[config.mk]
export PLATFORM = sky130hd
export DESIGN_NAME = exec_sequencer
export DESIGN_NICKNAME = d
export VERILOG_FILES = /design/src/rtl/exec_sequencer.sv
export SDC_FILE = /design/constraint.sdc
export NUM_CORES = 1
export LEC_CHECK = 0
export CORE_MARGIN = 2
export CORE_UTILIZATION = 30
export DETAILED_ROUTE_END_ITERATION = 7
export PLACE_DENSITY = 0.48
export SLEW_MARGIN = 5
export SYNTH_ARGS = -nofsm -noshare
export SYNTH_HDL_FRONTEND = slang
export SYNTH_SLANG_ARGS = --single-unit
[constraint.sdc]
create_clock -name clk -period 2.7 [get_ports clk]
set_input_delay 0.675 -clock clk [delete_from_list [all_inputs] [get_ports clk]]
set_output_delay 0.675 -clock clk [all_outputs]
set_load 0.1 [all_outputs]
[src/rtl/exec_sequencer.sv]
// Fetch/decode/execute controller for the 8085-subset datapath (NOP, MVI, MOV, ALU, JMP, HLT).
// Build option: define ILLEGAL_TRAP_EN to trap unsupported opcodes into FAULT with illegal_op.
module exec_sequencer #(
  parameter int MEM_WAIT_MAX = 15
) (
  input  logic        clk,
  input  logic        reset_n,
  output logic        mem_req,
  input  logic        mem_ack,
  input  logic [7:0]  mem_rdata,
  output logic        pc_inc,
  output logic        pc_load,
  output logic [15:0] branch_address,
  output logic [3:0]  reg_wr_en,
  output logic [1:0]  wr_src,
  output logic [1:0]  rd_sel,
  output logic [7:0]  imm_data,
  output logic [2:0]  alu_ctrl,
  output logic        halted,
  output logic        bus_err,
  output logic        illegal_op
);

  typedef enum logic [3:0] {
    S_IDLE, S_FETCH, S_DECODE, S_OPR1, S_OPR2, S_WB, S_EXEC, S_HALT, S_FAULT
  } state_t;

  localparam int WCW = (MEM_WAIT_MAX < 1) ? 1 : $clog2(MEM_WAIT_MAX + 1);
  localparam logic [WCW-1:0] WAIT_LAST = WCW'((MEM_WAIT_MAX > 0) ? (MEM_WAIT_MAX - 1) : 0);

  // Register field codes: 111 = A, 000 = B, 001 = C, 010 = D.
  function automatic logic reg_ok(input logic [2:0] code);
    return (code == 3'b111) || (code == 3'b000) || (code == 3'b001) || (code == 3'b010);
  endfunction

  function automatic logic [3:0] reg_onehot(input logic [2:0] code);
    case (code)
      3'b111:  return 4'b1000;
      3'b000:  return 4'b0100;
      3'b001:  return 4'b0010;
      3'b010:  return 4'b0001;
      default: return 4'b0000;
    endcase
  endfunction

  function automatic logic [1:0] reg_rdsel(input logic [2:0] code);
    case (code)
      3'b000:  return 2'd0;
      3'b001:  return 2'd1;
      3'b010:  return 2'd2;
      default: return 2'd3;
    endcase
  endfunction

  function automatic logic alu_ok(input logic [2:0] op);
    return (op == 3'b000) || (op == 3'b010) || (op == 3'b100) || (op == 3'b101) || (op == 3'b110);
  endfunction

  state_t         state_r;
  state_t         next_state_s;
  logic [7:0]     ir_r;
  logic [7:0]     lo_r;
  logic [WCW-1:0] wait_cnt_r;
  logic           req_state_s;
  logic           wait_hit_s;
  logic           timeout_s;
  logic           is_nop_s, is_mvi_s, is_mov_s, is_alu_s, is_jmp_s, is_hlt_s;

  logic           mem_req_r, pc_load_r, halted_r, bus_err_r;
  logic [15:0]    branch_r;
  logic [7:0]     imm_r;
  logic [3:0]     wr_en_r, wr_en_s;
  logic [1:0]     wr_src_r, wr_src_s, rd_sel_r, rd_sel_s;
  logic [2:0]     alu_r, alu_s;
  logic           load_s;
`ifdef ILLEGAL_TRAP_EN
  logic           illegal_r;
  logic           illegal_s;
`endif

  assign is_nop_s = (ir_r == 8'h00);
  assign is_mvi_s = (ir_r[7:6] == 2'b00) && (ir_r[2:0] == 3'b110) && reg_ok(ir_r[5:3]);
  assign is_mov_s = (ir_r[7:6] == 2'b01) && reg_ok(ir_r[5:3]) && reg_ok(ir_r[2:0]);
  assign is_alu_s = (ir_r[7:6] == 2'b10) && alu_ok(ir_r[5:3]) && reg_ok(ir_r[2:0]);
  assign is_jmp_s = (ir_r == 8'hC3);
  assign is_hlt_s = (ir_r == 8'h76);

  assign req_state_s = (state_r == S_FETCH) || (state_r == S_OPR1) || (state_r == S_OPR2);

  // Timeout detect: this wait cycle is the last one allowed.
  always_comb begin
    if (MEM_WAIT_MAX != 0) begin
      wait_hit_s = (wait_cnt_r == WAIT_LAST);
    end else begin
      wait_hit_s = 1'b0;
    end
  end

  // Next-state decode.
  always_comb begin
    next_state_s = state_r;
    timeout_s    = 1'b0;
`ifdef ILLEGAL_TRAP_EN
    illegal_s    = 1'b0;
`endif
    case (state_r)
      S_IDLE: next_state_s = S_FETCH;
      S_FETCH, S_OPR1, S_OPR2: begin
        if (mem_ack) begin
          case (state_r)
            S_FETCH: next_state_s = S_DECODE;
            S_OPR1:  next_state_s = is_jmp_s ? S_OPR2 : S_WB;
            S_OPR2:  next_state_s = S_EXEC;
            default: next_state_s = S_FAULT;
          endcase
        end else if (wait_hit_s) begin
          next_state_s = S_FAULT;
          timeout_s    = 1'b1;
        end else begin
          next_state_s = state_r;
        end
      end
      S_DECODE: begin
        if (is_nop_s) begin
          next_state_s = S_FETCH;
        end else if (is_mvi_s || is_jmp_s) begin
          next_state_s = S_OPR1;
        end else if (is_mov_s || is_alu_s) begin
          next_state_s = S_EXEC;
        end else if (is_hlt_s) begin
          next_state_s = S_HALT;
        end else begin
`ifdef ILLEGAL_TRAP_EN
          next_state_s = S_FAULT;
          illegal_s    = 1'b1;
`else
          next_state_s = S_FETCH;
`endif
        end
      end
      S_WB, S_EXEC: next_state_s = S_FETCH;
      S_HALT:       next_state_s = S_HALT;
      S_FAULT:      next_state_s = S_FAULT;
      default:      next_state_s = S_FAULT;
    endcase
  end

  // Datapath controls for the state being entered, so they can be registered.
  always_comb begin
    wr_en_s  = 4'b0000;
    wr_src_s = 2'd0;
    rd_sel_s = 2'd0;
    alu_s    = 3'd0;
    load_s   = 1'b0;
    if (next_state_s == S_WB) begin
      wr_en_s = reg_onehot(ir_r[5:3]);
    end else if (next_state_s == S_EXEC) begin
      if (is_jmp_s) begin
        load_s = 1'b1;
      end else if (is_mov_s) begin
        wr_src_s = 2'd1;
        rd_sel_s = reg_rdsel(ir_r[2:0]);
        wr_en_s  = reg_onehot(ir_r[5:3]);
      end else if (is_alu_s) begin
        wr_src_s = 2'd2;
        rd_sel_s = reg_rdsel(ir_r[2:0]);
        alu_s    = ir_r[5:3];
        wr_en_s  = 4'b1000;
      end else begin
        load_s = 1'b0;
      end
    end else begin
      load_s = 1'b0;
    end
  end

  // State, instruction/operand capture and wait counter.
  always_ff @(posedge clk or negedge reset_n) begin
    if (!reset_n) begin
      state_r    <= S_IDLE;
      ir_r       <= 8'h00;
      lo_r       <= 8'h00;
      wait_cnt_r <= '0;
    end else begin
      state_r <= next_state_s;
      if ((state_r == S_FETCH) && mem_ack) ir_r <= mem_rdata;
      if ((state_r == S_OPR1) && mem_ack)  lo_r <= mem_rdata;
      if (req_state_s && !mem_ack) begin
        wait_cnt_r <= wait_cnt_r + WCW'(1);
      end else begin
        wait_cnt_r <= '0;
      end
    end
  end

  // Registered outputs; branch and immediate hold until next reloaded.
  always_ff @(posedge clk or negedge reset_n) begin
    if (!reset_n) begin
      mem_req_r <= 1'b0;
      pc_load_r <= 1'b0;
      halted_r  <= 1'b0;
      bus_err_r <= 1'b0;
      branch_r  <= 16'h0000;
      imm_r     <= 8'h00;
      wr_en_r   <= 4'b0000;
      wr_src_r  <= 2'd0;
      rd_sel_r  <= 2'd0;
      alu_r     <= 3'd0;
`ifdef ILLEGAL_TRAP_EN
      illegal_r <= 1'b0;
`endif
    end else begin
      mem_req_r <= (next_state_s == S_FETCH) || (next_state_s == S_OPR1) || (next_state_s == S_OPR2);
      pc_load_r <= load_s;
      halted_r  <= halted_r || (next_state_s == S_HALT) || (next_state_s == S_FAULT);
      bus_err_r <= bus_err_r || timeout_s;
      wr_en_r   <= wr_en_s;
      wr_src_r  <= wr_src_s;
      rd_sel_r  <= rd_sel_s;
      alu_r     <= alu_s;
      if ((state_r == S_OPR1) && mem_ack && is_mvi_s) imm_r <= mem_rdata;
      if ((state_r == S_OPR2) && mem_ack) branch_r <= {mem_rdata, lo_r};
`ifdef ILLEGAL_TRAP_EN
      illegal_r <= illegal_r || illegal_s;
`endif
    end
  end

  assign mem_req        = mem_req_r;
  assign pc_inc         = mem_req_r & mem_ack;
  assign pc_load        = pc_load_r;
  assign branch_address = branch_r;
  assign reg_wr_en      = wr_en_r;
  assign wr_src         = wr_src_r;
  assign rd_sel         = rd_sel_r;
  assign imm_data       = imm_r;
  assign alu_ctrl       = alu_r;
  assign halted         = halted_r;
  assign bus_err        = bus_err_r;
`ifdef ILLEGAL_TRAP_EN
  assign illegal_op     = illegal_r;
`else
  assign illegal_op     = 1'b0;
`endif

endmodule

==> out/metrics.yaml <==
clocking:
  cts_resized: 0
  holdBufCountCts: 0
  cts_made_buffers: 9
  clock-sinks: 63
  cts_setup_buffers: 0
  cts_tree: "yes"
  insertion_delay_ns: 0.34
  clkTransAtPathRegs_ns: 0.07
  cts_buffer_depth: 2
  clock-root-buffer: "clkbuf_8"
  ctsHtreeMaxLevel: 3
floorplanning:
  fp.dieH_um: 99.99
  initial_core_util_pct: 30.34
  core-area_um2: 9109
  die-area_um2: 9997
  rows: 35
  die_x_um: 99.99
  ios: 52
detailed_routing:
  via_per_inst: 4.802
  routedWlPerCell_um: 14.85
  antenna_left: 0
  vias: 1887
  drt_iter0_drc: 51
  wirelength_um: 5835
  drc: 0
  firstDrtPassIters: 4
yosys:
  synth_compound_area_share_pct: 7.017
  ys_ff_latch: 63
  syn_area_um2: 2764
  yosysWarningCount: 0
  synth-edff-count: 0
  synth_xor_area_share_pct: 1.268
  yosysTopAreaCell: "dfrtp_1"
  synth_fp_nets: 230
  yosys-top-cells-area: "dfrtp_1, mux2_2, nor2_1"
  synth.top_cell.area_share_pct: 57.04
  async_flop_share_pct: 100.0
  synth_top_family_by_area: "multiplexers"
  synth-simple-area-share_pct: 15.21
  synthAdderAreaFrac_pct: 0.9054
  avgSynthCellArea_um2: 12.74
  synth_mux_area_share_pct: 15.48
  yosysSeqAreaShare_pct: 57.04
  synth-main-ff-cell: "dfrtp_1"
  synthesis.instances: 217
  yosys-top-cells-count: "dfrtp_1, mux2_2, nor2_1"
  synth_most_common_cell: "dfrtp_1"
  synth_cell_type_count: 52
critical_path:
  cp_data_arrival_time_ns: 1.75
  critical_path.startpoint: "mem_ack"
  rr_worst_depth: 7
  worstSetupPathType: "in2out"
  r2r_start: "ir_r[4]"
  start_kind: "input port"
  critPathCaptureType: "primary output"
  worstPathRequired_ns: 2.03
  crit_path_max_fanout: 6
  regToRegSetupSlack_ns: 0.34
  crit_path_end: "pc_inc"
  r2r_end: "reg_wr_en[3]"
power:
  total_power_w: 0.001796
  p_leak_nw: 1.730
  pwr-share-clk_pct: 44.6
  p_sw_w: 0.0003844
  netSwitchingFraction_pct: 21.40
  power_density_nw_per_um2: 508.0
  pwr-share-comb_pct: 2.8
  ir_worst_vdd_uv: 236.7
  cell_internal_pwr_w: 0.001412
  seq_power_share_pct: 52.5
timing:
  rsz0062_at_grt: "false"
  timing.hold.ws_ns: 0.3283
  fmax_mhz: 411.7
  slew_headroom_pct: 54.63
  worst_pin_slew_ns: 0.6734
  slew_violations: 0
  finClkSkew_ns: 0.01031
  final.setup.tns_ns: 0
  finalHoldViolations: 0
  fin_crit_ns: 2.429
  period_share_pct: 89.95
  setup_viol: 0
placed_design:
  io_buffer_count: 50
  dpl.hpwl_um: 4062
  placedCellCount: 377
  globalplace.congestion: 0.8384
cells_and_area:
  fillers: 900
  final_cells: 393
  nNetsFinal: 290
  syn_to_final_growth_pct: 27.93
  antennaDiodeCount: 0
  drive_above_1_share_pct: 40.43
global_routing:
  grt_pass1_vias: 1939
  grt_overflow_total: 0
  grt_start_max_net_pins: 39
  grt_usage_pct: 12.93
  grt_pass1_wl_um: 9798
  antenna_found_initial: 0
outcome:
  status: "completed"
min_path:
  worstHoldPathType: "in2async"
flow_run:
  maxCapViolations: 0
==> flip-flops by register name, summed over array words and instances, names as in the netlist <==
signal          cells
branch_address     16
imm_data            8
ir_r                8
lo_r                8
reg_wr_en           4
state_r             4
wait_cnt_r          4
alu_ctrl            3
rd_sel              2
wr_src              2
bus_err             1
halted              1
mem_req             1
pc_load             1
==> per-layer routing <==
layer	up-vias	global-route usage (%)	part of all wire, %
met2	44	18.40	44
met1	931	17.75	49
met5	-	0	0
met3	8	4.805	5.2
met4	0	5.374	1.6
li1	904	-	-
==> worst min path at each step <==
stage / endpoint / depth (start not counted)
2_1_floorplan: alu_ctrl[0] / 0
3_3_place_gp: bus_err / 1
3_5_place_dp: halted / 1
4_1_cts: imm_data[5] / 1
5_1_grt: branch_address[13] / 1
6_report: imm_data[5] / 1
==> critical path, stage by stage <==
cell and delay [ns]:
clkdlybuf4s50_1 0.58, buf_4 0.16, and2_1 0.16, buf_12 0.18
==> power by group through the flow <==
| stage | Sequential [W] | Clock, W | Combinational [W] |
|---|---|---|---|
| 5_1_grt | 0.000943 | 0.000877 | 0.0000575 |
| 2_1_floorplan | 0.000962 | 0 | 0.0000102 |
| 3_3_place_gp | 0.000961 | 0 | 0.0000533 |
| 3_5_place_dp | 0.000961 | 0 | 0.0000534 |
| 4_1_cts | 0.000943 | 0.000831 | 0.0000533 |
| 6_report | 0.000944 | 0.000802 | 0.0000507 |
==> kinds of logic (layout without fill, tap and decap cells) <==
logic type,Yosys count,after routing
fa+ha+maj,2,2
compound gates,27,27
xor+xnor,4,4
simple gates,66,66
flops,63,63
buf+inv,16,81
other cells,1,1
mux,38,38
==> stage by stage <==
stage	utilization [%]	setup slack [ns]	area [um2]
floorplan	-	0.2635	2764
global placement	36.72	0.1763	3344
detailed placement	36.72	0.1627	3344
CTS	38.82	0.2593	3536
global route	38.82	0.1444	3536
finish	38.82	0.2713	3536
==> cells in the final DEF, fill, tap and decap left out, drive strengths merged, types with 2 or more instances in the layout <==
master / instances
inv: 6
and2: 4
nor3b: 2
and3: 6
nor4b: 3
nor2: 16
a2111oi: 2
dfrtp: 63
and4b: 2
clkbuf: 13
nand3: 2
o21ai: 10
nand4: 3
nand2: 12
mux2: 38
nor4: 3
clkdlybuf4s50: 9
xor2: 2
xnor2: 2
nor2b: 5
nor3: 3
ha: 2
a31oi: 2
or3: 2
buf: 50
a21oi: 2
==> final cells by class <==
type	count	area, um2	share of cell area, %
timing repair buffer	59	500.5	14.15
multi-input combinational	138	1106	31.28
clock inverter	3	42.54	1.203
sequential	63	1577	44.59
inverter	6	22.52	0.6369
tap	111	138.9	3.928
clock buffer	13	148.9	4.211
No activity file was read; power rests on OpenSTA's default activity.
==> patch, RTL diff (same settings) <==
Re-encode `state_t` (9 states) as one-hot, 9 bits wide.
--- a/src/rtl/exec_sequencer.sv
+++ b/src/rtl/exec_sequencer.sv
@@ -23,4 +23,4 @@
 
-  typedef enum logic [3:0] {
-    S_IDLE, S_FETCH, S_DECODE, S_OPR1, S_OPR2, S_WB, S_EXEC, S_HALT, S_FAULT
+  typedef enum logic [8:0] {
+    S_IDLE = 9'b000000001, S_FETCH = 9'b000000010, S_DECODE = 9'b000000100, S_OPR1 = 9'b000001000, S_OPR2 = 9'b000010000, S_WB = 9'b000100000, S_EXEC = 9'b001000000, S_HALT = 9'b010000000, S_FAULT = 9'b100000000
   } state_t;
Formal check against the unedited RTL: same outputs for any inputs over 4 cycles, from zero or initial values and one cycle with reset_n low; so few cycles prove little.
==> patch against the original RTL <==
  * Fmax down 1.3%
  * Sequential cell count is 5 higher
  * Utilization grew 0.11 points
  * Final area grew 8.1%
  * Critical path depth shrank 1
  * Register-to-register slack better by 0.21 ns
  * Via count increased by 4.9%
  * Synthesized area rose by 9.8%
  * Critical path type unchanged
  * Worst setup slack got worse by 0.032 ns
  * Power grew 17%
  * Wire length grew 8.0%
  * Count of clock-buffer cells in the layout fell by 4
==> patch: results (changes against the original RTL) <==
{| class="wikitable"
! Metric !! Value
|-
| Yosys Warn Count || 0 (unchanged)
|-
| Via density || 4.60 (-4.1%)
|-
| Asr flop ratio synth || 1.00 (unchanged)
|-
| Cell with the largest stage delay on the worst path || clkdlybuf4s50_1
|-
| Lkg Pwr || 0.00189 uW (+9.4%)
|-
| Share of the synthesized area in compound gates (AO/OA/AOI/OAI) || 0.0635 (-0.00669)
|-
| Worst Path Max Fanout || 7 (+1)
|-
| Unique masters post-synth || 49 (-5.8%)
|-
| Clock insertion delay at the later pin of the skew report || 0.34 ns (about the same)
|-
| Sequential element share of the synthesized area || 0.561 (-0.00939)
|-
| Worst supply voltage drop on vdd || 0.233 mV (-1.6%)
|-
| Synth top area cells || dfrtp_1 (55%), mux2_2 (12%), mux2_4 (4.0%), nor2_1 (2.2%), nand2_1 (1.7%)
|-
| Area share of xor/xnor cells in the synthesized design || 0.0173 (+0.00464)
|-
| HPWL reported at the end of detailed placement || 4.26 mm (+4.9%)
|-
| Initial DRC Count || 64 (+25%)
|-
| Initial antenna violation count || 0 (unchanged)
|-
| Number of clock buffers inserted by TritonCTS || 9 (unchanged)
|-
| Worst-path clk slew || roughly 0.080 ns
|-
| Global routing usage summed across all routing layers || 0.122 (-0.00751)
|-
| Number of nets in the finished design || 305 (+5.2%)
|-
| Share of cells above drive strength 1 || 0.391 (-0.0137)
|-
| Gpl congestion || 0.863 (+2.9%)
|-
| Adder-cell share of the synthesized area || 0.00824 (-0.000810)
|-
| H-tree levels || 3 (unchanged)
|-
| First-pass detailed-route iteration total || 4 (unchanged)
|-
| Slew Limit Headroom || 0.568 (+0.0219)
|-
| Worst-case register-to-register setup slack || 0.55 ns (+0.21 ns)
|-
| Global-route wire length before repair || 10.4 mm (+6.3%)
|-
| Maximum cell stage delay along the critical path || 0.69 ns (+0.11 ns)
|-
| Post-route clock skew || 0.0101 ns (-0.000233 ns)
|-
| Reg-to-reg critical path startpoint || state_r[8]
|-
| Number of buffers on the longest clock path || 2 (unchanged)
|-
| Worst slack, placed || 0.245 ns (+0.0828 ns)
|-
| Antenna Cells || 0 (unchanged)
|-
| Class of the worst hold path || in2async
|-
| Gates resized, CTS repair || 0 (unchanged)
|-
| Mux contribution to synthesized area || 0.158 (+0.00346)
|-
| Vias in the first global route || 1984 (+2.3%)
|-
| Number of cells on the worst reg-to-reg path || 6 (-1)
|-
| Cell type group with the largest total delay on the critical path || buffers and inverters
|-
| Avg WL per Cell || 14.7 um (-1.3%)
|-
| R2r endpoint || reg_wr_en[1]
|-
| Maximum number of pins on one net before global-route repair || 69 (+77%)
|-
| Cell taking the most area after synthesis || dfrtp_1
|-
| Number of port buffers || 50 (unchanged)
|-
| Arrival time at the worst endpoint || 1.79 ns (+0.04 ns)
|-
| Status || complete, no violations
|-
| Synth top cells by count || dfrtp_1 (67), mux2_2 (32), nor2_1 (18)
|}
==> patch: area by class of cell <==
class	instances	area (sq um)
multi-input cells	154	1230
fillers	994	6000
well taps	133	166
inverters	3	11.3
flip-flops and latches	68	1700
repair buffers	56	465
clock inverters	7	124
clock buffers	9	124
==> patch: worst max path at each step <==
stage / startpoint / endpoint / slack (ns) / cells after the start
5_1_grt: mem_ack / pc_inc / 0.21 / 3
4_1_cts: mem_ack / pc_inc / 0.25 / 3
3_5_place_dp: mem_ack / pc_inc / 0.25 / 3
2_1_floorplan: mem_req / pc_inc / 0.26 / 1
3_3_place_gp: mem_ack / pc_inc / 0.23 / 3
6_report: mem_ack / pc_inc / 0.24 / 3
==> patch: power by group <==
group | switching (uW) | internal [uW]
sequential | 1.29 | 1020
combinational | 36.2 | 16.5
clock | 412 | 620
total | 450 | 1660
==> patch: metal layers <==
layer	track usage	wire length, um	vias up	part of all wire
met1	0.175	3160	977	0.50
met5	0	0	-	0
met2	0.176	2800	50	0.44
met3	0.0287	240	8	0.038
li1	-	-	945	-
met4	0.0486	106	0	0.017
==> patch: worst reg2reg max path, cell delays in order (launching register included) <==
cell and delay [ns]:
dfrtp_1 0.43, nor4_4 0.42, nand4b_1 0.21, o21bai_1 0.24
o21ai_0 0.32, and3_1 0.29, o211a_1 0.17
==> patch: kinds of logic (layout without fill, tap and decap cells) <==
family	after synthesis	after routing
other cells	1	2
mux	40	40
buf+inv	14	75
simple gates	77	77
xor+xnor	6	6
fa+ha+maj	2	2
flops	68	68
compound gates	27	27
==> patch: through the flow <==
step,hold WS (ns),area (sq um),power [uW],instances
CTS,0.349,3820,2140,430
global route,0.365,3820,2190,430
finish,0.332,3820,2110,430
global placement,0.459,3570,1090,414
detailed placement,0.458,3570,1100,414
floorplan,0.379,3040,1050,236
